`src/rtl/fp8_pkg.sv`:
```
// Shared FP8/FP32 format constants for the FP8 pack/unpack datapath.
package fp8_pkg;

    localparam int unsigned E4M3_E = 4;
    localparam int unsigned E4M3_M = 3;
    localparam int unsigned E5M2_E = 5;
    localparam int unsigned E5M2_M = 2;

    localparam int unsigned F32_W     = 32;
    localparam int unsigned F32_MAN_W = 23;
    localparam int unsigned F32_BIAS  = 127;

    localparam logic [7:0]  F32_INF_EXP = 8'hFF;
    localparam logic [31:0] F32_QNAN    = 32'h7FC0_0000;

endpackage

```
`src/rtl/float8_unpack_lane.sv`:
```
// Combinational single-byte FP8 -> FP32 widener; exact for E <= 5.
module float8_unpack_lane
    import fp8_pkg::*;
#(
    parameter int unsigned E    = E4M3_E,
    parameter int unsigned M    = E4M3_M,
    parameter int unsigned BIAS = (1 << (E - 1)) - 1
) (
    input  logic [E+M:0]      fp8,
    output logic [F32_W-1:0]  f32_c,
    output logic              special_c
);

    logic               sgn;
    logic [E-1:0]       ex;
    logic [M-1:0]       man;
    logic [7:0]         shift;
    logic [M-1:0]       man_sub;
    logic signed [9:0]  exp_w;

    assign {sgn, ex, man} = fp8;

    // Leading-one detect: shift = M - p, and the fraction bits below the leading one left-justified.
    always_comb begin
        shift = 8'(M);
        for (int i = 0; i < int'(M); i++) begin
            if (man[i]) begin
                shift = 8'(int'(M) - i);
            end
        end
        man_sub = man << shift;
    end

    // Classify the byte and assemble the FP32 word.
    always_comb begin
        exp_w     = '0;
        f32_c     = '0;
        special_c = 1'b0;
        if (ex == '1) begin
            special_c = 1'b1;
            if (man == '0) begin
                f32_c = {sgn, F32_INF_EXP, {F32_MAN_W{1'b0}}};
            end else begin
                f32_c = {sgn, F32_QNAN[30:0]};
            end
        end else if (ex == '0) begin
            if (man == '0) begin
                f32_c = {sgn, 31'b0};
            end else begin
                exp_w = $signed(10'(F32_BIAS + 1)) - $signed(10'(BIAS)) - $signed(10'(shift));
                f32_c = {sgn, 8'(exp_w), man_sub, {(F32_MAN_W - M){1'b0}}};
            end
        end else begin
            exp_w = $signed(10'(ex)) - $signed(10'(BIAS)) + $signed(10'(F32_BIAS));
            f32_c = {sgn, 8'(exp_w), man, {(F32_MAN_W - M){1'b0}}};
        end
    end

endmodule

```
`src/rtl/float8_unpack_stream.sv`:
```
// Streaming FP8 word -> FP32 scalar widener with valid/ready on both sides.
module float8_unpack_stream
    import fp8_pkg::*;
#(
    parameter int unsigned E     = E4M3_E,
    parameter int unsigned M     = E4M3_M,
    parameter int unsigned BIAS  = (1 << (E - 1)) - 1,
    parameter int unsigned LANES = 4
) (
    input  logic                            clk_i,
    input  logic                            rst_i,
    input  logic                            in_valid_i,
    output logic                            in_ready_o,
    input  logic [LANES*(1+E+M)-1:0]        in_data_i,
    input  logic [$clog2(LANES)-1:0]        in_cnt_i,
    input  logic                            in_last_i,
    output logic                            out_valid_o,
    input  logic                            out_ready_i,
    output logic [F32_W-1:0]                out_f32_o,
    output logic                            out_last_o,
    output logic                            out_special_o
);

    localparam int unsigned W  = 1 + E + M;
    localparam int unsigned DW = LANES * W;
    localparam int unsigned CW = $clog2(LANES);

    logic [DW-1:0]    hold_data, hold_data_d;
    logic [CW-1:0]    hold_cnt, hold_cnt_d;
    logic             hold_last, hold_last_d;
    logic             hold_valid, hold_valid_d;
    logic [CW-1:0]    lane, lane_d;
    logic             out_valid_d, out_last_d, out_special_d;
    logic [F32_W-1:0] out_f32_d;

    logic             adv, last_lane, load;
    logic [CW-1:0]    cnt_clamped;
    logic [W-1:0]     sel;
    logic [F32_W-1:0] f32_c;
    logic             special_c;

    assign adv        = hold_valid & (~out_valid_o | out_ready_i);
    assign last_lane  = (lane == hold_cnt);
    assign in_ready_o = ~hold_valid | (adv & last_lane);
    assign load       = in_valid_i & in_ready_o;

    assign cnt_clamped = (32'(in_cnt_i) >= LANES - 1) ? CW'(LANES - 1) : in_cnt_i;

    // Lane mux feeding the single converter.
    always_comb begin
        sel = '0;
        for (int i = 0; i < int'(LANES); i++) begin
            if (lane == CW'(i)) begin
                sel = hold_data[i*W +: W];
            end
        end
    end

    float8_unpack_lane #(
        .E    (E),
        .M    (M),
        .BIAS (BIAS)
    ) u_lane (
        .fp8       (sel),
        .f32_c     (f32_c),
        .special_c (special_c)
    );

    // Next-state: hold stage, lane counter and output register.
    always_comb begin
        hold_data_d   = hold_data;
        hold_cnt_d    = hold_cnt;
        hold_last_d   = hold_last;
        hold_valid_d  = hold_valid;
        lane_d        = lane;
        out_valid_d   = out_valid_o;
        out_f32_d     = out_f32_o;
        out_last_d    = out_last_o;
        out_special_d = out_special_o;

        if (adv) begin
            if (last_lane) begin
                hold_valid_d = 1'b0;
            end else begin
                lane_d = lane + CW'(1);
            end
        end

        // A same-cycle accept overrides the clear on the final lane.
        if (load) begin
            hold_data_d  = in_data_i;
            hold_cnt_d   = cnt_clamped;
            hold_last_d  = in_last_i;
            hold_valid_d = 1'b1;
            lane_d       = '0;
        end

        if (adv) begin
            out_valid_d   = 1'b1;
            out_f32_d     = f32_c;
            out_last_d    = hold_last & last_lane;
            out_special_d = special_c;
        end else if (out_ready_i) begin
            out_valid_d = 1'b0;
        end
    end

    // State register with synchronous reset.
    always_ff @(posedge clk_i) begin
        if (rst_i) begin
            hold_data     <= '0;
            hold_cnt      <= '0;
            hold_last     <= 1'b0;
            hold_valid    <= 1'b0;
            lane          <= '0;
            out_valid_o   <= 1'b0;
            out_f32_o     <= '0;
            out_last_o    <= 1'b0;
            out_special_o <= 1'b0;
        end else begin
            hold_data     <= hold_data_d;
            hold_cnt      <= hold_cnt_d;
            hold_last     <= hold_last_d;
            hold_valid    <= hold_valid_d;
            lane          <= lane_d;
            out_valid_o   <= out_valid_d;
            out_f32_o     <= out_f32_d;
            out_last_o    <= out_last_d;
            out_special_o <= out_special_d;
        end
    end

endmodule

```
`config.mk`:
```
export PLATFORM = sky130hd
export DESIGN_NAME = float8_unpack_stream
export DESIGN_NICKNAME = d
export VERILOG_FILES = /design/src/rtl/fp8_pkg.sv /design/src/rtl/float8_unpack_lane.sv /design/src/rtl/float8_unpack_stream.sv
export SDC_FILE = /design/constraint.sdc
export NUM_CORES = 1
export LEC_CHECK = 0
export BUFFER_PORTS_ARGS = -buffer_cell sky130_fd_sc_hd__buf_2
export CORE_UTILIZATION = 36
export CTS_CLUSTER_DIAMETER = 60
export DETAILED_ROUTE_END_ITERATION = 10
export GPL_TIMING_DRIVEN = 0
export PLACE_DENSITY_LB_ADDON = 0.08
export SLEW_MARGIN = 30
export SYNTH_ARGS = -nofsm -noshare
export SYNTH_HDL_FRONTEND = slang
export SYNTH_SLANG_ARGS = --single-unit
export TNS_END_PERCENT = 50
```
`constraint.sdc`:
```
create_clock -name clk_i -period 2.6 [get_ports clk_i]
set_input_delay 0.78 -clock clk_i [delete_from_list [all_inputs] [get_ports clk_i]]
set_output_delay 0.78 -clock clk_i [all_outputs]
set_load 0.005 [all_outputs]
```
==> results of run 1 <==
-- how the worst max path moves through the flow --
stage | startpoint | end | depth (start not counted)
floorplan | lane[1] | out_f32_o[26] | 10
global placement | lane[1] | out_f32_o[26] | 10
detailed placement | lane[1] | out_f32_o[26] | 10
CTS | lane[0] | out_f32_o[26] | 11
global route | lane[1] | out_f32_o[26] | 11
finish | lane[1] | out_f32_o[26] | 10
-- cells in the final DEF (no fill, tap or decap), types with 4 or more instances in the layout --
cell                        n
sky130_fd_sc_hd__buf_4     26
sky130_fd_sc_hd__nand3b_1   6
sky130_fd_sc_hd__conb_1    20
sky130_fd_sc_hd__clkbuf_1  10
sky130_fd_sc_hd__nor2_1    17
sky130_fd_sc_hd__inv_1      8
sky130_fd_sc_hd__nand2_1   91
sky130_fd_sc_hd__buf_2     57
sky130_fd_sc_hd__nor3_1     7
sky130_fd_sc_hd__a21oi_1   50
sky130_fd_sc_hd__nor3b_1    4
sky130_fd_sc_hd__o21ai_0    5
sky130_fd_sc_hd__clkbuf_8   6
sky130_fd_sc_hd__dfxtp_1   51
sky130_fd_sc_hd__nor2b_1    4
-- sequential cells by signal (all words and copies together) (netlist names) --
register       flops
hold_cnt           2
lane               2
hold_data         32
out_special_o      1
out_f32_o         12
hold_last          1
out_last_o         1
out_valid_o        1
hold_valid         1
-- routing by layer --
| metal | vias up | global-route usage [%] |
|---|---|---|
| met5 | - | 0 |
| met4 | 0 | 4.03 |
| met3 | 7 | 3.03 |
| met2 | 49 | 29.7 |
| met1 | 1122 | 23.0 |
| li1 | 1316 | - |
-- power breakdown --
part	leakage (nW)	switching (mW)	internal (mW)	total, mW
registers	0.436	0.0286	0.862	0.891
logic	0.981	0.204	0.161	0.365
clock network	0.0574	0.274	0.313	0.587
total	1.47	0.507	1.34	1.84
-- timing repair --
action	CTS	global route
hold endpoints to repair	0	0
setup endpoints to repair	9	6
buffers inserted	0	3
pin swaps	1	2
gates resized for setup	8	7
-- worst min-delay path: stages, from the launching register on --
cell                      delay (ns)
sky130_fd_sc_hd__dfxtp_1        0.32
sky130_fd_sc_hd__nand2_1        0.05
sky130_fd_sc_hd__a21oi_1        0.05
-- cell type report --
class,count,area (um^2)
Inverter,10,42.5
Buffer,40,264
Sequential cell,53,1070
Clock inverter,2,37.5
Timing Repair Buffer,56,288
Fill cell,775,3930
Tap cell,99,124
Multi-Input combinational cell,267,1580
Clock buffer,6,82.6
-- kinds of logic (layout without fill, tap and decap cells) --
| group | after synthesis | after routing | share of synthesized area [%] |
|---|---|---|---|
| AND/OR/NAND/NOR | 151 | 151 | 25.5 |
| AO/OA/AOI/OAI | 86 | 86 | 21.7 |
| flip-flops | 53 | 53 | 37.8 |
| buffers and inverters | 50 | 114 | 10.9 |
| adder cells (fa/ha/maj) | 6 | 6 | 2.67 |
| XOR/XNOR | 3 | 3 | 0.936 |
| other | 1 | 20 | 0.134 |
| multiplexers | 1 | 1 | 0.357 |
==> results_tabular.tex, run 1 <==
\begin{tabular}{lr}
\hline
Metric & Value \\
\hline
\multicolumn{2}{l}{\textbf{Synthesis}} \\
\quad Yosys warns & 0 \\
\quad Ranking of synthesized cells by instance count & sky130\_fd\_sc\_hd\_\_nand2\_1, sky130\_fd\_sc\_hd\_\_dfxtp\_1, sky130\_fd\_sc\_hd\_\_a21oi\_1 \\
\quad Sequential cell area fraction in the yosys report & 37.8\% \\
\quad Most frequent cell after synthesis & sky130\_fd\_sc\_hd\_\_nand2\_1 \\
\quad Number of synthesized flops with an enable pin & 0 \\
\quad Ys flop type & sky130\_fd\_sc\_hd\_\_dfxtp\_1 \\
\quad Synth Instances & approximately 350 \\
\quad Post-synthesis async set-or-reset flop share & 0\% \\
\quad Average cell area after synthesis & between 7 and 8 um\^{}2 \\
\quad Dominant cell type by area after synthesis & sky130\_fd\_sc\_hd\_\_dfxtp\_1 \\
\quad Dominant cells by area after synthesis & sky130\_fd\_sc\_hd\_\_dfxtp\_1, sky130\_fd\_sc\_hd\_\_nand2\_1, sky130\_fd\_sc\_hd\_\_a21oi\_1, sky130\_fd\_sc\_hd\_\_buf\_4, sky130\_fd\_sc\_hd\_\_ha\_1 \\
\quad Area share of the leading cell type in the synthesized netlist & a little under two fifths \\
\quad Cell variety after synth & 54 \\
\quad Mapped Area & 0.00281 mm\^{}2 \\
\quad \#FFs+latches synth & 53 \\
\multicolumn{2}{l}{\textbf{Drt}} \\
\quad Count of nets left with antenna violations after detail routing & 0 \\
\quad Total wire length after detailed routing & 6760 um \\
\quad Router iterations before antenna repair & 4 \\
\quad Detailed-route wire length per cell & 12.7 um \\
\quad Number of vias after detailed routing & 2494 \\
\quad 1st-iter DRT viols & 101 \\
\quad Top routing layer used & met4 \\
\quad Avg Vias per Cell & 4.68 \\
\quad Detail Route met2 WL & about 3200 um \\
\quad DRT met1 WL & 3250 um \\
\quad Wire length on met3 & between 200 and 250 um \\
\quad DRC Markers & 0 \\
\multicolumn{2}{l}{\textbf{Floorplanning}} \\
\quad Starting utilization of the core area & 37.9\% \\
\quad Cell Rows & 31 \\
\quad Placeable core area & 0.00741 mm\^{}2 \\
\quad Ports & 75 \\
\quad Overall die height & 90.3 um \\
\quad Full die area & 0.00815 mm\^{}2 \\
\quad Chip width & 90.3 um \\
\multicolumn{2}{l}{\textbf{Clocking}} \\
\quad Number of hold-repair buffers added at the cts stage & 0 \\
\quad Clock transition at the registers of the reported paths & 0.09 ns \\
\quad TritonCTS clock tree & yes \\
\quad Buffer levels on the longest clock path & 2 \\
\quad Sink Count & 53 \\
\quad Max H-tree Level & 2 \\
\quad Root Buffer & sky130\_fd\_sc\_hd\_\_clkbuf\_8 \\
\quad Later-pin clock latency in the skew report & around 0.31 ns \\
\quad Number of buffers created by CTS & 5 \\
\multicolumn{2}{l}{\textbf{Setup path}} \\
\quad Required time of the worst setup path & 2.80 ns \\
\quad Ordered cell list for the critical path & inv\_1 > ha\_2 > buf\_4 > nand3b\_1 > a211oi\_4 > ha\_4 > a21boi\_4 > o31ai\_4 > and3\_2 > o31a\_1 \\
\quad Signal arrival time at the worst endpoint & 2.71 ns \\
\quad Depth of the worst register-to-register path & 10 \\
\quad Top delay family on crit path & compound AO/OA/AOI/OAI gates \\
\quad Kind of end point of the critical path & flip-flop \\
\quad Worst R2R Setup Slack & 0.09 ns \\
\quad Nature of the critical path startpoint & flip-flop \\
\quad Reg-to-reg critical path endpoint & out\_f32\_o[26] \\
\quad Critical R2R Launch & lane[1] \\
\quad Slowest cell on the critical path & sky130\_fd\_sc\_hd\_\_dfxtp\_4 \\
\quad Crit path kind & reg2reg \\
\quad Count of buffering cells on the critical path with inverters included & 2 \\
\quad Largest stage delay on the critical path & 0.39 ns \\
\quad CP max FO & 10 \\
\multicolumn{2}{l}{\textbf{Worst hold path}} \\
\quad Min-delay worst type & reg2reg \\
\quad Endpoint with the worst hold slack & hold\_data[28] \\
\quad Launch instance of the worst min-delay path & hold\_data[28] \\
\quad Hold Path Stages & 2 \\
\multicolumn{2}{l}{\textbf{Cells and area}} \\
\quad Final instance area & 0.00348 mm\^{}2 \\
\quad Fraction of the core area covered by cells at the end of the flow & between 40\% and 50\% \\
\quad Post-synthesis to final-layout area growth & 24.0\% \\
\quad Layout cells sized above 1 & 29.5\% \\
\quad Post-layout net count & $\sim$480 \\
\quad Ant. Diodes & 0 \\
\quad Count of non-filler cells in the finished layout & 533 \\
\multicolumn{2}{l}{\textbf{Global routing}} \\
\quad Number of global-route vias before repair & 2399 \\
\quad Largest net degree at the start of global routing & 17 \\
\quad Total global-route track usage & 17.5\% \\
\quad Total congestion overflow & 0 \\
\quad Wire length of the first global-routing pass & 11400 um \\
\quad Antenna violations before repair & 0 \\
\multicolumn{2}{l}{\textbf{Placement}} \\
\quad Number of placed instances, taps included & 522 \\
\quad Half-perimeter wire length after placement & 5200 um \\
\quad Pre-CTS setup slack & -0.253 ns \\
\quad Port Buffer Count & 53 \\
\quad Area after detailed placement & 0.00327 mm\^{}2 \\
\quad Routability cong. & 0.833 \\
\multicolumn{2}{l}{\textbf{STA}} \\
\quad Worst slew slack as a fraction of its limit & a little over half \\
\quad Tmin final & roughly 2.5 ns \\
\quad Post-route fraction of the period consumed by the critical path & 96.5\% \\
\quad Final TNS setup & 0 ns \\
\quad Worst clock skew & 0.00481 ns \\
\quad Count of endpoints failing hold in the final timing report & 0 \\
\quad Post-Route Hold Slack & 0.459 ns \\
\quad Setup repair after global routing missed its margin & yes \\
\quad Max Clk Rate & 399 MHz \\
\quad Post-route setup slack & around 0.091 ns \\
\quad Final setup violation count & 0 \\
\quad Final count of pins violating max slew & 0 \\
\quad Transition time at the pin with the least slew margin & 0.681 ns \\
\multicolumn{2}{l}{\textbf{Run status}} \\
\quad Run status & finished clean \\
\multicolumn{2}{l}{\textbf{Power}} \\
\quad Power per cell area & 530 mW/mm\^{}2 \\
\quad Total Power Consumption & 1.84 mW \\
\quad Leakage & 1.47 nW \\
\quad Worst-case vdd ir drop & 0.247 mV \\
\multicolumn{2}{l}{\textbf{Run}} \\
\quad Number of max-cap violations & 0 \\
\hline
\end{tabular}
Power figures use the tool's default switching activity.
==> run 2: changes to the inputs <==
PLACE_DENSITY = 0.67   (was default)
PLACE_DENSITY_LB_ADDON = default   (was 0.08)
REMOVE_ABC_BUFFERS = 1   (was default)
clock period = 2.7 ns   (was 2.6 ns; I/O delays follow)
==> results_tabular.tex, run 2 (synthesized netlist as in run 1, its figures left out) <==
\begin{tabular}{lr}
\hline
Metric & Value \\
\hline
\multicolumn{2}{l}{\textbf{Drt}} \\
\quad Router iterations before antenna repair & 4 \\
\quad Avg Vias per Cell & around 4.8 \\
\quad DRC Markers & 0 \\
\quad 1st-iter DRT viols & 55 \\
\quad Number of vias after detailed routing & between 2000 and 2500 \\
\quad Count of nets left with antenna violations after detail routing & 0 \\
\quad Total wire length after detailed routing & 5890 um \\
\quad Detailed-route wire length per cell & 12.0 um \\
\multicolumn{2}{l}{\textbf{STA}} \\
\quad Tmin final & 2.59 ns \\
\quad Worst slew slack as a fraction of its limit & roughly half \\
\quad Max Clk Rate & 387 MHz \\
\quad Transition time at the pin with the least slew margin & between 0.7 and 0.8 ns \\
\quad Final count of pins violating max slew & 0 \\
\quad Count of endpoints failing hold in the final timing report & 0 \\
\quad Post-route fraction of the period consumed by the critical path & a little over nine tenths \\
\quad Final TNS setup & 0 ns \\
\quad Setup repair after global routing missed its margin & no \\
\quad Worst clock skew & 0.00811 ns \\
\quad Final setup violation count & 0 \\
\multicolumn{2}{l}{\textbf{Cells and area}} \\
\quad Count of non-filler cells in the finished layout & 492 \\
\quad Final instance area & around 0.0032 mm\^{}2 \\
\quad Post-layout net count & approximately 440 \\
\quad Fraction of the core area covered by cells at the end of the flow & 42.9\% \\
\quad Most flops, register & hold\_data \\
\quad Most used cells in the layout excluding fill and tap cells & sky130\_fd\_sc\_hd\_\_nand2\_1, sky130\_fd\_sc\_hd\_\_buf\_2, sky130\_fd\_sc\_hd\_\_dfxtp\_1, sky130\_fd\_sc\_hd\_\_a21oi\_1, sky130\_fd\_sc\_hd\_\_conb\_1 \\
\quad Commonest non-fill, non-tap cell in the layout & sky130\_fd\_sc\_hd\_\_nand2\_1 \\
\quad Ant. Diodes & 0 \\
\quad Layout cells sized above 1 & 24.2\% \\
\quad Largest registers & hold\_data: 32 flops, out\_f32\_o: 12 flops \\
\quad Post-synthesis to final-layout area growth & 13.2\% \\
\quad Flip-flop count of the largest register, all copies and words added & 32 \\
\multicolumn{2}{l}{\textbf{Clocking}} \\
\quad Later-pin clock latency in the skew report & 0.31 ns \\
\quad Root Buffer & sky130\_fd\_sc\_hd\_\_clkbuf\_8 \\
\quad TritonCTS clock tree & yes \\
\quad Clock transition at the registers of the reported paths & 0.10 ns \\
\quad Sink Count & 53 \\
\quad Buffer levels on the longest clock path & 2 \\
\quad Number of hold-repair buffers added at the cts stage & 0 \\
\quad Number of buffers created by CTS & 5 \\
\quad Max H-tree Level & 2 \\
\multicolumn{2}{l}{\textbf{Floorplanning}} \\
\quad Placeable core area & roughly 0.0074 mm\^{}2 \\
\quad Full die area & 0.00815 mm\^{}2 \\
\quad Chip width & 90.3 um \\
\quad Overall die height & roughly 90 um \\
\quad Cell Rows & 31 \\
\quad Ports & 75 \\
\quad Starting utilization of the core area & 37.9\% \\
\multicolumn{2}{l}{\textbf{Setup path}} \\
\quad Signal arrival time at the worst endpoint & 2.79 ns \\
\quad Crit path kind & reg2reg \\
\quad CP max FO & 16 \\
\quad Kind of end point of the critical path & flip-flop \\
\quad Nature of the critical path startpoint & flip-flop \\
\quad Required time of the worst setup path & approximately 2.9 ns \\
\multicolumn{2}{l}{\textbf{Power}} \\
\quad Leakage & 1.28 nW \\
\quad Worst-case vdd ir drop & 0.217 mV \\
\quad Total Power Consumption & 1.61 mW \\
\quad Power per cell area & 508 mW/mm\^{}2 \\
\multicolumn{2}{l}{\textbf{Run}} \\
\quad Number of max-cap violations & 0 \\
\multicolumn{2}{l}{\textbf{Global routing}} \\
\quad Largest net degree at the start of global routing & 55 \\
\quad Layer carrying the most global-route usage & met2 \\
\quad Met2 Track Usage GR & 26.0\% \\
\quad Total congestion overflow & 0 \\
\quad Total global-route track usage & 15.2\% \\
\quad Antenna violations before repair & 0 \\
\quad GR Util met3 & 4.38\% \\
\quad Met1 track utilization from global routing & 18.6\% \\
\quad Wire length of the first global-routing pass & about 10000 um \\
\quad Number of global-route vias before repair & 2240 \\
\multicolumn{2}{l}{\textbf{Placement}} \\
\quad Half-perimeter wire length after placement & 4130 um \\
\quad Routability cong. & 0.845 \\
\quad Area after detailed placement & 0.00301 mm\^{}2 \\
\quad Number of placed instances, taps included & 483 \\
\quad Port Buffer Count & 54 \\
\multicolumn{2}{l}{\textbf{Worst hold path}} \\
\quad Min-delay worst type & reg2reg \\
\multicolumn{2}{l}{\textbf{Run status}} \\
\quad Run status & finished clean \\
\hline
\end{tabular}
==> run 2: worst paths after layout <==
path                 start       endpoint  slack, ns  cells past startpoint
max                lane[1]  out_f32_o[26]       0.11                     10
min          hold_data[30]  hold_data[30]       0.46                      2
min reg2reg  hold_data[30]  hold_data[30]       0.46                      2
max reg2reg        lane[1]  out_f32_o[26]       0.11                     10
==> run 2: critical path, stage by stage (launching register included) <==
cell and delay, ns:
sky130_fd_sc_hd__dfxtp_2 0.42, sky130_fd_sc_hd__inv_1 0.13, sky130_fd_sc_hd__ha_4 0.24, sky130_fd_sc_hd__nand3b_1 0.17, sky130_fd_sc_hd__a221o_2 0.43, sky130_fd_sc_hd__clkinv_4 0.09
sky130_fd_sc_hd__ha_2 0.26, sky130_fd_sc_hd__a21boi_2 0.23, sky130_fd_sc_hd__o31ai_4 0.07, sky130_fd_sc_hd__and3_2 0.21, sky130_fd_sc_hd__o31a_1 0.23
==> run 2: report_power, final <==
part	leakage, nW	internal [mW]	total (mW)	switching [mW]
Sequential	0.436	0.831	0.858	0.0269
Combinational	0.803	0.125	0.305	0.180
Clock	0.0456	0.186	0.452	0.267
Total	1.28	1.14	1.61	0.474
==> run 2: layout make-up <==
type,instances,area [um^2]
multi-input cells,267,1580
clock buffers,6,72.6
flip-flops and latches,53,1070
well taps,99,124
clock inverters,2,13.8
repair buffers,55,280
fillers,783,4230
inverters,10,42.5
==> run 2: through the flow <==
step                      setup WS [ns]  hold WS, ns
after CTS                      -0.00618        0.462
after floorplan                  0.0870        0.426
after global routing             0.0168        0.481
after detailed placement         -0.310        0.448
after global placement           -0.424        0.443
final                             0.114        0.459
==> run 2: routing by layer <==
layer | vias to the layer above | wire (um)
met5 | - | 0
met4 | 0 | 61
met3 | 5 | 270
met2 | 62 | 2810
met1 | 1076 | 2740
li1 | 1224 | -
==> run 2: what timing repair did <==
action                                 CTS  global route
setup buffers                            0             1
endpoints found under the hold margin    0             0
setup endpoints to repair               10             8
resized for setup                        7             8
gates cloned                             0             0
pin swaps                                0             1
==> run 3: changes to the inputs <==
CORE_ASPECT_RATIO = 0.5   (was default)
SLEW_MARGIN = 20   (was 30)
==> results_tabular.tex, run 3 (synthesized netlist as in run 1, its figures left out) <==
\begin{tabular}{lr}
\hline
Metric & Value \\
\hline
\multicolumn{2}{l}{\textbf{Run status}} \\
\quad Run status & finished clean \\
\multicolumn{2}{l}{\textbf{STA}} \\
\quad Worst clock skew & 0.0109 ns \\
\quad Setup repair after global routing missed its margin & yes \\
\quad Tmin final & 2.68 ns \\
\quad Worst slew slack as a fraction of its limit & 33.3\% \\
\quad Max Clk Rate & 373 MHz \\
\quad Post-route setup slack & 0.0220 ns \\
\quad Post-Route Hold Slack & 0.449 ns \\
\quad Transition time at the pin with the least slew margin & 1.00 ns \\
\quad Count of endpoints failing hold in the final timing report & 0 \\
\quad Final count of pins violating max slew & 0 \\
\quad Final setup violation count & 0 \\
\quad Final TNS setup & 0 ns \\
\quad Post-route fraction of the period consumed by the critical path & 99.2\% \\
\multicolumn{2}{l}{\textbf{Cells and area}} \\
\quad Post-synthesis to final-layout area growth & 13.8\% \\
\quad Ant. Diodes & 0 \\
\quad Count of non-filler cells in the finished layout & 488 \\
\quad Most flops, register & hold\_data \\
\quad Flip-flop count of the largest register, all copies and words added & 32 \\
\quad Post-layout net count & 436 \\
\quad Commonest non-fill, non-tap cell in the layout & sky130\_fd\_sc\_hd\_\_nand2\_1 \\
\quad Layout cells sized above 1 & 23.7\% \\
\quad Most used cells in the layout excluding fill and tap cells & sky130\_fd\_sc\_hd\_\_nand2\_1, sky130\_fd\_sc\_hd\_\_buf\_2, sky130\_fd\_sc\_hd\_\_dfxtp\_1, sky130\_fd\_sc\_hd\_\_a21oi\_1, sky130\_fd\_sc\_hd\_\_conb\_1 \\
\quad Largest registers & hold\_data: 32 flops, out\_f32\_o: 12 flops \\
\multicolumn{2}{l}{\textbf{Placement}} \\
\quad Number of placed instances, taps included & 480 \\
\quad Port Buffer Count & 54 \\
\quad Half-perimeter wire length after placement & 3890 um \\
\quad Pre-CTS setup slack & -0.307 ns \\
\quad Routability cong. & approximately 0.78 \\
\multicolumn{2}{l}{\textbf{Power}} \\
\quad Internal Power & 1.32 mW \\
\quad Switching part of the total power & 27.0\% \\
\quad Net switching power & 0.489 mW \\
\quad Total Power Consumption & 1.81 mW \\
\quad Part of the total power dissipated in combinational logic & 16.5\% \\
\quad Register share of total power & 47.2\% \\
\quad Power per cell area & 568 mW/mm\^{}2 \\
\quad Worst-case vdd ir drop & 0.238 mV \\
\quad Leakage & 1.30 nW \\
\quad Portion of total power attributed to the clock network & 36.3\% \\
\multicolumn{2}{l}{\textbf{Setup path}} \\
\quad CP max FO & 14 \\
\quad Top delay family on crit path & compound AO/OA/AOI/OAI gates \\
\quad Cell mode on critical path & sky130\_fd\_sc\_hd\_\_ha\_2 \\
\quad Nature of the critical path startpoint & flip-flop \\
\quad Slowest cell on the critical path & sky130\_fd\_sc\_hd\_\_dfxtp\_1 \\
\quad Ordered cell list for the critical path & inv\_1 > ha\_2 > nor3b\_1 > a221o\_2 > clkinv\_4 > ha\_2 > a21boi\_2 > o31ai\_4 > and3\_2 > o31a\_1 \\
\quad Signal arrival time at the worst endpoint & 2.86 ns \\
\quad Crit path kind & reg2reg \\
\quad Largest stage delay on the critical path & 0.45 ns \\
\quad Kind of end point of the critical path & flip-flop \\
\quad Count of buffering cells on the critical path with inverters included & 2 \\
\quad Required time of the worst setup path & around 2.9 ns \\
\multicolumn{2}{l}{\textbf{Floorplanning}} \\
\quad Ports & 75 \\
\quad Cell Rows & 22 \\
\quad Starting utilization of the core area & 37.8\% \\
\quad Overall die height & 64.4 um \\
\quad Placeable core area & 0.00743 mm\^{}2 \\
\quad Chip width & 127 um \\
\quad Full die area & 0.00817 mm\^{}2 \\
\multicolumn{2}{l}{\textbf{Global routing}} \\
\quad Number of global-route vias before repair & 2018 \\
\quad Total global-route track usage & 14.3\% \\
\quad Total congestion overflow & 0 \\
\quad Wire length of the first global-routing pass & 9230 um \\
\quad Antenna violations before repair & 0 \\
\quad Largest net degree at the start of global routing & 55 \\
\multicolumn{2}{l}{\textbf{Drt}} \\
\quad Router iterations before antenna repair & 4 \\
\quad Total wire length after detailed routing & 5650 um \\
\quad Number of vias after detailed routing & 2379 \\
\quad Detailed-route wire length per cell & 11.6 um \\
\quad DRC Markers & 0 \\
\quad Count of nets left with antenna violations after detail routing & 0 \\
\quad 1st-iter DRT viols & 116 \\
\quad Avg Vias per Cell & 4.88 \\
\multicolumn{2}{l}{\textbf{Clocking}} \\
\quad Root Buffer & sky130\_fd\_sc\_hd\_\_clkbuf\_16 \\
\quad Later-pin clock latency in the skew report & 0.29 ns \\
\quad Post-CTS setup buffer count & 0 \\
\quad Number of buffers created by CTS & 5 \\
\quad Max H-tree Level & 2 \\
\quad TritonCTS clock tree & yes \\
\quad Number of hold-repair buffers added at the cts stage & 0 \\
\quad Sink Count & between 50 and 60 \\
\quad Clock transition at the registers of the reported paths & 0.07 ns \\
\quad Buffer levels on the longest clock path & 2 \\
\quad Post-cts resize count & 7 \\
\multicolumn{2}{l}{\textbf{Run}} \\
\quad Number of max-cap violations & 0 \\
\multicolumn{2}{l}{\textbf{Worst hold path}} \\
\quad Min-delay worst type & reg2reg \\
\hline
\end{tabular}
-- run 3: per-stage QoR --
step                      area [um^2]  util, %
after global routing             3190     43.0
after floorplan                  2610        -
after global placement           3000     40.4
after CTS                        3190     42.9
after detailed placement         3010     40.4
final                            3190     43.0
-- run 3: path summary, 6_finish.rpt --
kind | startpoint | end | slack [ns] | depth (start not counted)
min | out_f32_o[20] | out_f32_o[20] | 0.45 | 2
min reg2reg | out_f32_o[20] | out_f32_o[20] | 0.45 | 2
max | lane[0] | out_f32_o[26] | 0.02 | 10
max reg2reg | lane[0] | out_f32_o[26] | 0.02 | 10
-- run 3: power groups by stage --
| stage | sequential (mW) | combinational [mW] | clock, mW |
|---|---|---|---|
| after floorplan | 0.872 | 0.197 | 0 |
| after global placement | 0.873 | 0.295 | 0 |
| after detailed placement | 0.875 | 0.297 | 0 |
| after CTS | 0.857 | 0.300 | 0.674 |
| after global routing | 0.862 | 0.339 | 0.714 |
| final | 0.856 | 0.299 | 0.659 |
-- run 3: metal layers --
metal  GRT usage [%]  part of all wire, %  up-vias
li1                -                    -     1233
met1            18.8                   51     1093
met2            23.6                   45       48
met3            3.47                  3.7        5
met4            3.57                 0.83        0
met5               0                    0        -
-- run 3: layout make-up --
cell class	count	area, um^2
Fill cell	768	4240
Multi-Input combinational cell	267	1540
Sequential cell	53	1060
Timing Repair Buffer	54	270
Clock buffer	6	139
Tap cell	96	120
Inverter	10	42.5
Clock inverter	2	16.3
-- run 3: tightest hold or removal path, delay by kind of cell, from the launching register on --
| kind | cells | cell delay (ns) |
|---|---|---|
| AO/OA/AOI/OAI | 1 | 0.05 |
| AND/OR/NAND/NOR | 1 | 0.05 |
| flip-flops | 1 | 0.31 |
